## src/rtl/mips_ctrl_pkg.sv

```systemverilog
// Opcode, ALUOp, mux-select encodings and the state enum shared by the multicycle controller.
// MULTICYCLE_CONTROL_JUMP_EN adds the jump opcode, jump PC source and the JUMP state.
package mips_ctrl_pkg;

  localparam logic [5:0] OP_RTYPE = 6'h00;
  localparam logic [5:0] OP_ADDI  = 6'h08;
  localparam logic [5:0] OP_ORI   = 6'h0D;
  localparam logic [5:0] OP_LW    = 6'h23;
  localparam logic [5:0] OP_SW    = 6'h2B;
  localparam logic [5:0] OP_BEQ   = 6'h04;
  localparam logic [5:0] OP_BNE   = 6'h05;
`ifdef MULTICYCLE_CONTROL_JUMP_EN
  localparam logic [5:0] OP_J     = 6'h02;
`endif

  localparam logic [2:0] ALUOP_RTYPE = 3'b111;
  localparam logic [2:0] ALUOP_ADD   = 3'b100;
  localparam logic [2:0] ALUOP_OR    = 3'b101;
  localparam logic [2:0] ALUOP_SUB   = 3'b001;

  localparam logic [1:0] SRCB_REG   = 2'd0;
  localparam logic [1:0] SRCB_FOUR  = 2'd1;
  localparam logic [1:0] SRCB_SEXT  = 2'd2;
  localparam logic [1:0] SRCB_SHIFT = 2'd3;

  localparam logic [1:0] PCSRC_ALU    = 2'd0;
  localparam logic [1:0] PCSRC_ALUOUT = 2'd1;
`ifdef MULTICYCLE_CONTROL_JUMP_EN
  localparam logic [1:0] PCSRC_JUMP   = 2'd2;
`endif

  typedef enum logic [3:0] {
    FETCH, DECODE, EXEC_R, WB_R, EXEC_I, WB_I,
    MEM_ADDR, MEM_RD, MEM_WB, MEM_WR, BRANCH, FAULT
`ifdef MULTICYCLE_CONTROL_JUMP_EN
    , JUMP
`endif
  } state_t;

  typedef struct packed {
    logic       pcWrite;
    logic       pcWriteCondEq;
    logic       pcWriteCondNe;
    logic       iorD;
    logic       memRead;
    logic       memWrite;
    logic       irWrite;
    logic       regDst;
    logic       memtoReg;
    logic       regWrite;
    logic       aluSrcA;
    logic [1:0] aluSrcB;
    logic [1:0] pcSource;
    logic [2:0] aluCode;
    logic       illegalOp;
    logic       fault;
  } ctrl_t;

endpackage

```

## src/rtl/mem_wait_timer.sv

```systemverilog
// Memory wait counter: counts MemReady=0 cycles in a wait state and flags the
// cycle on which the MEM_TIMEOUT-th consecutive wait cycle occurs.
module mem_wait_timer #(
  parameter int MEM_TIMEOUT = 15
) (
  input  logic clk,
  input  logic reset,
  input  logic clear,
  input  logic waiting,
  output logic timeout
);

  localparam int CW = $clog2(MEM_TIMEOUT + 1);
  localparam logic [CW-1:0] LAST = CW'(MEM_TIMEOUT - 1);

  logic [CW-1:0] count;

  always_ff @(posedge clk) begin
    if (reset) begin
      count <= '0;
    end else if (clear) begin
      count <= '0;
    end else if (waiting) begin
      count <= count + CW'(1);
    end
  end

  // Count has already seen MEM_TIMEOUT-1 stalls, so this stall is the last allowed.
  assign timeout = waiting && (count == LAST);

endmodule

```

## src/rtl/multicycle_control.sv

```systemverilog
// Multicycle MIPS main controller: fetch/decode/execute FSM with memory-timeout fault.
// MULTICYCLE_CONTROL_JUMP_EN enables the J opcode (JUMP state); otherwise 0x02 is illegal.
module multicycle_control import mips_ctrl_pkg::*; #(
  parameter int ALUOP_WIDTH  = 3,
  parameter int MEM_TIMEOUT  = 15,
  parameter int RETIRE_WIDTH = 32
) (
  input  logic                    clk,
  input  logic                    reset,
  input  logic [5:0]              OP,
  input  logic                    MemReady,
  output logic                    PCWrite,
  output logic                    PCWriteCondEQ,
  output logic                    PCWriteCondNE,
  output logic                    IorD,
  output logic                    MemRead,
  output logic                    MemWrite,
  output logic                    IRWrite,
  output logic                    RegDst,
  output logic                    MemtoReg,
  output logic                    RegWrite,
  output logic                    ALUSrcA,
  output logic [1:0]              ALUSrcB,
  output logic [1:0]              PCSource,
  output logic [ALUOP_WIDTH-1:0]  ALUOp,
  output logic                    IllegalOp,
  output logic                    Fault,
  output logic [RETIRE_WIDTH-1:0] Retired
);

  state_t                  state, stateNext;
  ctrl_t                   ctrl;
  logic                    retire;
  logic [5:0]              opReg;
  logic [RETIRE_WIDTH-1:0] retired;
  logic                    memWaiting, memTimeout, timerClear;

  assign memWaiting = (state == FETCH || state == MEM_RD || state == MEM_WR) && !MemReady;
  assign timerClear = (stateNext != state) &&
                      (stateNext == FETCH || stateNext == MEM_RD || stateNext == MEM_WR);

  mem_wait_timer #(.MEM_TIMEOUT(MEM_TIMEOUT)) uTimer (
    .clk     (clk),
    .reset   (reset),
    .clear   (timerClear),
    .waiting (memWaiting),
    .timeout (memTimeout)
  );

  always_ff @(posedge clk) begin
    if (reset) begin
      state   <= FETCH;
      opReg   <= '0;
      retired <= '0;
    end else begin
      state <= stateNext;
      if (state == DECODE) opReg <= OP;
      if (retire) retired <= retired + RETIRE_WIDTH'(1);
    end
  end

  always_comb begin
    stateNext = state;
    ctrl      = '0;
    retire    = 1'b0;
    case (state)
      FETCH: begin
        ctrl.memRead  = 1'b1;
        ctrl.aluSrcB  = SRCB_FOUR;
        ctrl.aluCode  = ALUOP_ADD;
        ctrl.pcSource = PCSRC_ALU;
        if (MemReady) begin
          ctrl.irWrite = 1'b1;
          ctrl.pcWrite = 1'b1;
          stateNext    = DECODE;
        end else if (memTimeout) begin
          stateNext = FAULT;
        end
      end
      DECODE: begin
        ctrl.aluSrcB = SRCB_SHIFT;
        ctrl.aluCode = ALUOP_ADD;
        case (OP)
          OP_RTYPE:       stateNext = EXEC_R;
          OP_ADDI, OP_ORI: stateNext = EXEC_I;
          OP_LW, OP_SW:   stateNext = MEM_ADDR;
          OP_BEQ, OP_BNE: stateNext = BRANCH;
`ifdef MULTICYCLE_CONTROL_JUMP_EN
          OP_J:           stateNext = JUMP;
`endif
          default: begin
            ctrl.illegalOp = 1'b1;
            stateNext      = FETCH;
          end
        endcase
      end
      EXEC_R: begin
        ctrl.aluSrcA = 1'b1;
        ctrl.aluSrcB = SRCB_REG;
        ctrl.aluCode = ALUOP_RTYPE;
        stateNext    = WB_R;
      end
      WB_R: begin
        ctrl.regDst   = 1'b1;
        ctrl.regWrite = 1'b1;
        retire        = 1'b1;
        stateNext     = FETCH;
      end
      EXEC_I: begin
        ctrl.aluSrcA = 1'b1;
        ctrl.aluSrcB = SRCB_SEXT;
        ctrl.aluCode = (opReg == OP_ORI) ? ALUOP_OR : ALUOP_ADD;
        stateNext    = WB_I;
      end
      WB_I: begin
        ctrl.regWrite = 1'b1;
        retire        = 1'b1;
        stateNext     = FETCH;
      end
      MEM_ADDR: begin
        ctrl.aluSrcA = 1'b1;
        ctrl.aluSrcB = SRCB_SEXT;
        ctrl.aluCode = ALUOP_ADD;
        stateNext    = (opReg == OP_SW) ? MEM_WR : MEM_RD;
      end
      MEM_RD: begin
        ctrl.memRead = 1'b1;
        ctrl.iorD    = 1'b1;
        if (MemReady)        stateNext = MEM_WB;
        else if (memTimeout) stateNext = FAULT;
      end
      MEM_WB: begin
        ctrl.memtoReg = 1'b1;
        ctrl.regWrite = 1'b1;
        retire        = 1'b1;
        stateNext     = FETCH;
      end
      MEM_WR: begin
        ctrl.memWrite = 1'b1;
        ctrl.iorD     = 1'b1;
        if (MemReady) begin
          retire    = 1'b1;
          stateNext = FETCH;
        end else if (memTimeout) begin
          stateNext = FAULT;
        end
      end
      BRANCH: begin
        ctrl.aluSrcA       = 1'b1;
        ctrl.aluSrcB       = SRCB_REG;
        ctrl.aluCode       = ALUOP_SUB;
        ctrl.pcSource      = PCSRC_ALUOUT;
        ctrl.pcWriteCondEq = (opReg == OP_BEQ);
        ctrl.pcWriteCondNe = (opReg == OP_BNE);
        retire             = 1'b1;
        stateNext          = FETCH;
      end
`ifdef MULTICYCLE_CONTROL_JUMP_EN
      JUMP: begin
        ctrl.pcWrite  = 1'b1;
        ctrl.pcSource = PCSRC_JUMP;
        retire        = 1'b1;
        stateNext     = FETCH;
      end
`endif
      FAULT: ctrl.fault = 1'b1;
      default: stateNext = FETCH;
    endcase
    // Reset silences every output combinationally so nothing is written in the reset cycle.
    if (reset) begin
      ctrl   = '0;
      retire = 1'b0;
    end
  end

  assign PCWrite       = ctrl.pcWrite;
  assign PCWriteCondEQ = ctrl.pcWriteCondEq;
  assign PCWriteCondNE = ctrl.pcWriteCondNe;
  assign IorD          = ctrl.iorD;
  assign MemRead       = ctrl.memRead;
  assign MemWrite      = ctrl.memWrite;
  assign IRWrite       = ctrl.irWrite;
  assign RegDst        = ctrl.regDst;
  assign MemtoReg      = ctrl.memtoReg;
  assign RegWrite      = ctrl.regWrite;
  assign ALUSrcA       = ctrl.aluSrcA;
  assign ALUSrcB       = ctrl.aluSrcB;
  assign PCSource      = ctrl.pcSource;
  assign ALUOp         = ALUOP_WIDTH'(ctrl.aluCode);
  assign IllegalOp     = ctrl.illegalOp;
  assign Fault         = ctrl.fault;
  assign Retired       = retired;

endmodule

```

## config.mk

```make
export PLATFORM = sky130hd
export DESIGN_NAME = multicycle_control
export DESIGN_NICKNAME = d
export VERILOG_FILES = /design/src/rtl/mips_ctrl_pkg.sv /design/src/rtl/mem_wait_timer.sv /design/src/rtl/multicycle_control.sv
export SDC_FILE = /design/constraint.sdc
export NUM_CORES = 1
export LEC_CHECK = 0
export CORE_MARGIN = 2
export CORE_UTILIZATION = 56
export CTS_BUF_LIST = sky130_fd_sc_hd__clkbuf_4 sky130_fd_sc_hd__clkbuf_8
export DETAILED_ROUTE_END_ITERATION = 7
export PLACE_DENSITY_LB_ADDON = 0.12
export RECOVER_POWER = 100
export SLEW_MARGIN = 10
export SYNTH_ARGS = -nofsm -noshare
export SYNTH_HDL_FRONTEND = slang
export SYNTH_SLANG_ARGS = --single-unit
```

## constraint.sdc

```tcl
create_clock -name clk -period 3.89 [get_ports clk]
set_input_delay 0.778 -clock clk [delete_from_list [all_inputs] [get_ports clk]]
set_output_delay 0.778 -clock clk [all_outputs]
set_load 0.02 [all_outputs]
```

Yosys cells after proc, flatten, opt, wreduce, memory -nomap -nowiden
Index checks and enable logic that the tools add are counted.
{"block": "op_classes", "magnitude_cmp": 0, "multipliers": 0, "div": 0, "n_reduce_logical": 23, "n_eq_ne": 25, "mux": 27, "n_shift": 0, "n_bitwise": 0, "addsub": 2}
{"op": "$add 32x1->32 const B", "count": 1}
{"op": "$pmux 4 s8", "count": 1}
{"op": "$eq 4x4->1 const B", "count": 6}
{"op": "$eq 6x3->1 const B", "count": 4}
{"op": "$eq 4x3->1 const B", "count": 5}
{"op": "$mux 20", "count": 1}
{"op": "$mux 4", "count": 5}
{"op": "$eq 6x4->1 const B", "count": 3}
{"op": "$eq 6x6->1 const B", "count": 3}
{"op": "$pmux 4 s4", "count": 1}
{"op": "$mux 1", "count": 15}
{"op": "$reduce_or 2->1", "count": 7}
{"op": "$pmux 3 s4", "count": 1}
{"op": "$eq 4x2->1 const B", "count": 2}
{"op": "$logic_not 4->1", "count": 2}
{"op": "$reduce_or 4->1", "count": 2}
{"op": "$reduce_or 7->1", "count": 1}
{"op": "$logic_not 6->1", "count": 1}
{"op": "$pmux 2 s3", "count": 1}
{"op": "$reduce_or 3->1", "count": 2}
{"op": "$add 4x1->4 const B", "count": 1}
{"op": "$eq 4x1->1 const B", "count": 1}
{"op": "$logic_or 1x1->1", "count": 4}
{"op": "$ne 4x4->1", "count": 1}
{"op": "other kinds (4)", "count": 6}
{"block": "word_totals", "memories": 0, "output_inout_bits": 52, "reg_bits": 46, "rom_bits": 0, "ram_bits": 0, "latch_bits": 0, "inputBits": 9}

Logic depth before layout (Yosys ltp)
{"block": "logic_depth", "ltp_word": 13, "ltp_mapped": 9}

Modules after synthesis
From an unflattened synthesis, not the netlist that was laid out.
{"block": "unflattened", "hier_cells": 345, "area_unflattened_um2": 2731.4}
{"module": "multicycle_control", "instances": 1, "area_per_inst_um2": 2531.2, "cells_each": 326}
{"module": "mem_wait_timer", "instances": 1, "area_per_inst_um2": 200.2, "cells_each": 19}

Worst setup path after synthesis
No wires, ideal clock.
{"block": "synth_path", "path_type": "input to output", "start": "input reset", "end": "output ALUSrcA", "path_slack_ns": 1.022, "arrival_ns": 2.090, "cell_stages": 2, "cell_sequence": "clkbuf_1 > a2111oi_0"}
{"block": "synth_via", "elab_chain_len": 1}
{"item": "start: declaration", "line": "multicycle_control.sv:9", "rtl": "input logic reset,"}
{"item": "$mux 20", "line": "multicycle_control.sv:170", "rtl": "if (reset) begin"}
{"item": "end: declaration", "line": "multicycle_control.sv:22", "rtl": "output logic ALUSrcA,"}
No other way between the ends.

Worst setup path in the final report
{"block": "layout_path", "start": "input OP[2]", "end": "output IllegalOp"}
{"block": "layout_via", "elab_chain_len": 5}
{"item": "start: declaration", "line": "multicycle_control.sv:10", "rtl": "input logic [5:0] OP,"}
{"item": "$eq 6x3->1, or another cell as far along", "line": "multicycle_control.sv:83", "rtl": "case (OP)"}
{"item": "$reduce_or 7->1 (no line) (*)"}
{"item": "$mux 1 (*)", "line": "multicycle_control.sv:83"}
{"item": "$mux 1 (*)", "line": "multicycle_control.sv:66", "rtl": "case (state)"}
{"item": "$mux 20 (*)", "line": "multicycle_control.sv:170"}
{"item": "end: declaration", "line": "multicycle_control.sv:26", "rtl": "output logic IllegalOp,"}
Every way passes the cells marked *; elsewhere a longest branch is shown, timed or not.

==> results.yml <==
run_status:
  status: "finished clean"
timing:
  slew_headroom: 0.2369
  finalSetupTns_ps: 0
  clock_skew_ps: 6.399
  finalCritPeriodShare: 0.9085
  worst_pin_slew_ps: 1143
  final-hold-violation-count: 0
  fin_crit_ps: 3534
  max_freq_mhz: 283.0
  setup_viol: 0
  finalMaxSlewViolations: 0
  setup_ws_ps: 355.8
  grt_setup_unrepaired: "false"
power_and_ir_drop:
  power.total_w: 0.001113
  power.density_nw_per_um2: 333.3
  p_leak_nw: 1.220
  peakVddDrop_uv: 185.7
synthesis:
  ys_ff_latch: 46
  synthArstFlopShare: 0
  ys_types: 60
  synth_ff_type: "dfxtp_1"
  avgSynthCellArea_um2: 8.091
  syn_inst: 330
  syn_area_um2: 2670
  ys_warn_count: 0
  synth-edff-count: 0
  synth.yosys.seq_area_share: 0.3449
  syn-num-nets: 342
clock_network:
  cts_root_buf: "clkbuf_8"
  postCtsSetupRepairBufs: 0
  clk_latency_ps: 290
  cts_buffers: 5
  cts_tree: "built"
  cts_buffer_depth: 2
  clock-sinks: 46
  holdBufCountCts: 0
  htreeDepth: 2
  post_cts_resized: 0
  clkTransAtPathRegs_ps: 80
routing:
  dr.pass1.iters: 4
  wl_um: 6503
  postRouteAntennaNets: 0
  drt_iter0_drc: 232
  num_vias: 2571
  drcViolationCount: 0
  viasPerCell: 5.924
  routedWlPerCell_um: 14.98
placed_design:
  port_buffers: 59
  hpwl_um: 4625
  dp_slack_ps: 564.3
  place_congestion: 0.8054
worst_setup_path:
  crit_type: "in2out"
  cp.arrival_ps: 2760
  ff2ff_setup_slack_ps: 1020
  worstSetupStartpointType: "primary input"
  r2r_cells: 7
  endpoint_kind: "primary output"
  crit_path_max_fanout: 8
  cp_data_required_time_ps: 3110
grt:
  grt_overflow: 0
  grt_start_max_net_pins: 40
  track_usage: 0.2473
  antenna_found_initial: 0
  grt_pass1_vias: 2262
  grt_first_pass_wirelength_um: 10580
die:
  fp.dieH_um: 73.05
  dieArea_um2: 5336
  die_x_um: 73.05
  initial_core_util: 0.5729
  rows: 25
  io_pins: 61
  core-area_um2: 4661
cells_and_area:
  nFillCells: 393
  seqCellArea_um2: 920.9
  nNetsFinal: 391
  drive_gt1_frac: 0.06053
  antenna_cells: 0
  syn_to_final_growth_pct: 25.07
  multi_input_area_um2: 1558
worst_hold_path:
  holdPathStages: 2
  hold_path_class: "reg2reg"
job:
  cap_violations: 0
==> area by class of cell <==
cell class,instances,area share
Multi-Input combinational cell,247,0.4665
Timing Repair Buffer,65,0.1877
Sequential cell,46,0.2758
Clock inverter,1,0.008992
Inverter,14,0.01574
Tap cell,54,0.02023
Clock buffer,7,0.02510
==> through the flow <==
stage | std cells | hold WS, ps | util | instance area [µm²]
finish | 434 | 500.0 | 0.7165 | 3339
global route | 434 | 541.4 | 0.7165 | 3339
CTS | 434 | 509.2 | 0.7251 | 3379
detailed placement | 426 | 494.1 | 0.7007 | 3266
global placement | 426 | 485.5 | 0.7007 | 3266
floorplan | 330 | 466.1 | - | 2670
==> registers in the layout, summed over array words and instances, names as in the netlist <==
name	flops
Retired	32
opReg	6
state	4
uTimer.count	4
==> cells in the final DEF (no fill, tap or decap), types with 6 or more instances in the layout <==
cell type | netlist | final
nand4_1 | 9 | 9
nand2_1 | 19 | 19
or3_1 | 14 | 14
dfxtp_1 | 46 | 46
a21oi_1 | 15 | 15
xnor2_1 | 20 | 20
dlygate4sd3_1 | 0 | 52
o21ai_0 | 9 | 9
clkdlybuf4s50_1 | 0 | 6
mux2i_1 | 8 | 8
nand3_1 | 8 | 8
nor2_1 | 49 | 49
xor2_1 | 7 | 7
nor4_1 | 9 | 12
nand2b_1 | 6 | 6
nor3_1 | 16 | 17
inv_1 | 13 | 13
==> synthesized netlist by cell type, drive strengths merged, types with 2 or more instances <==
cell type / number / area (µm²)
a2111oi: 3 / 32.53
a211oi: 2 / 15.01
a21boi: 2 / 15.02
a21oi: 15 / 75.07
a221oi: 2 / 23.77
a31oi: 2 / 27.53
and2: 2 / 12.51
and3: 3 / 18.77
and4: 2 / 17.52
buf: 10 / 53.80
clkbuf: 13 / 48.80
dfxtp: 46 / 920.9
ha: 3 / 37.54
inv: 14 / 52.55
mux2i: 8 / 80.08
nand2: 19 / 71.32
nand2b: 6 / 37.54
nand3: 8 / 40.04
nand4: 9 / 56.30
nand4b: 4 / 35.03
nor2: 49 / 183.9
nor2b: 2 / 12.51
nor3: 18 / 106.4
nor4: 12 / 93.84
nor4b: 3 / 32.53
o2111ai: 2 / 23.77
o211ai: 3 / 22.52
o21ai: 9 / 45.04
o31ai: 2 / 15.01
or3: 14 / 87.58
xnor2: 20 / 175.2
xor2: 7 / 61.31
==> worst paths after layout <==
kind	start	to
max	OP[2]	IllegalOp
min	Retired[9]	Retired[9]
max reg2reg	state[2]	Retired[30]
min reg2reg	Retired[9]	Retired[9]
==> worst max-delay path: stages <==
cell	delay (ps)
dlygate4sd3_1	660
a2111oi_0	450
a21oi_1	70
nor2_1	100
nor3_1	50
dlygate4sd3_1	650
==> report_power, final <==
part	switching, W	internal, W
sequential	0.0000148	0.000487
combinational	0.000145	0.000101
clock	0.000158	0.000206
total	0.000318	0.000795
==> cell families after synthesis <==
| family | Yosys count | share of synthesized area |
|---|---|---|
| other | 1 | 0.001404 |
| buffers and inverters | 37 | 0.05811 |
| XOR/XNOR | 27 | 0.08857 |
| flip-flops | 46 | 0.3449 |
| AND/OR/NAND/NOR | 158 | 0.3257 |
| multiplexers | 8 | 0.02999 |
| AO/OA/AOI/OAI | 50 | 0.1373 |
| adder cells (fa/ha/maj) | 3 | 0.01406 |
==> metal layers <==
layer  vias to the layer above  track usage  share of wire
met2                        93       0.4094           0.48
met4                         0      0.06790          0.012
met5                         -            0              0
met1                      1198       0.3242           0.44
li1                       1270            -              -
met3                        10      0.05387          0.073
Power figures use the tool's default switching activity.
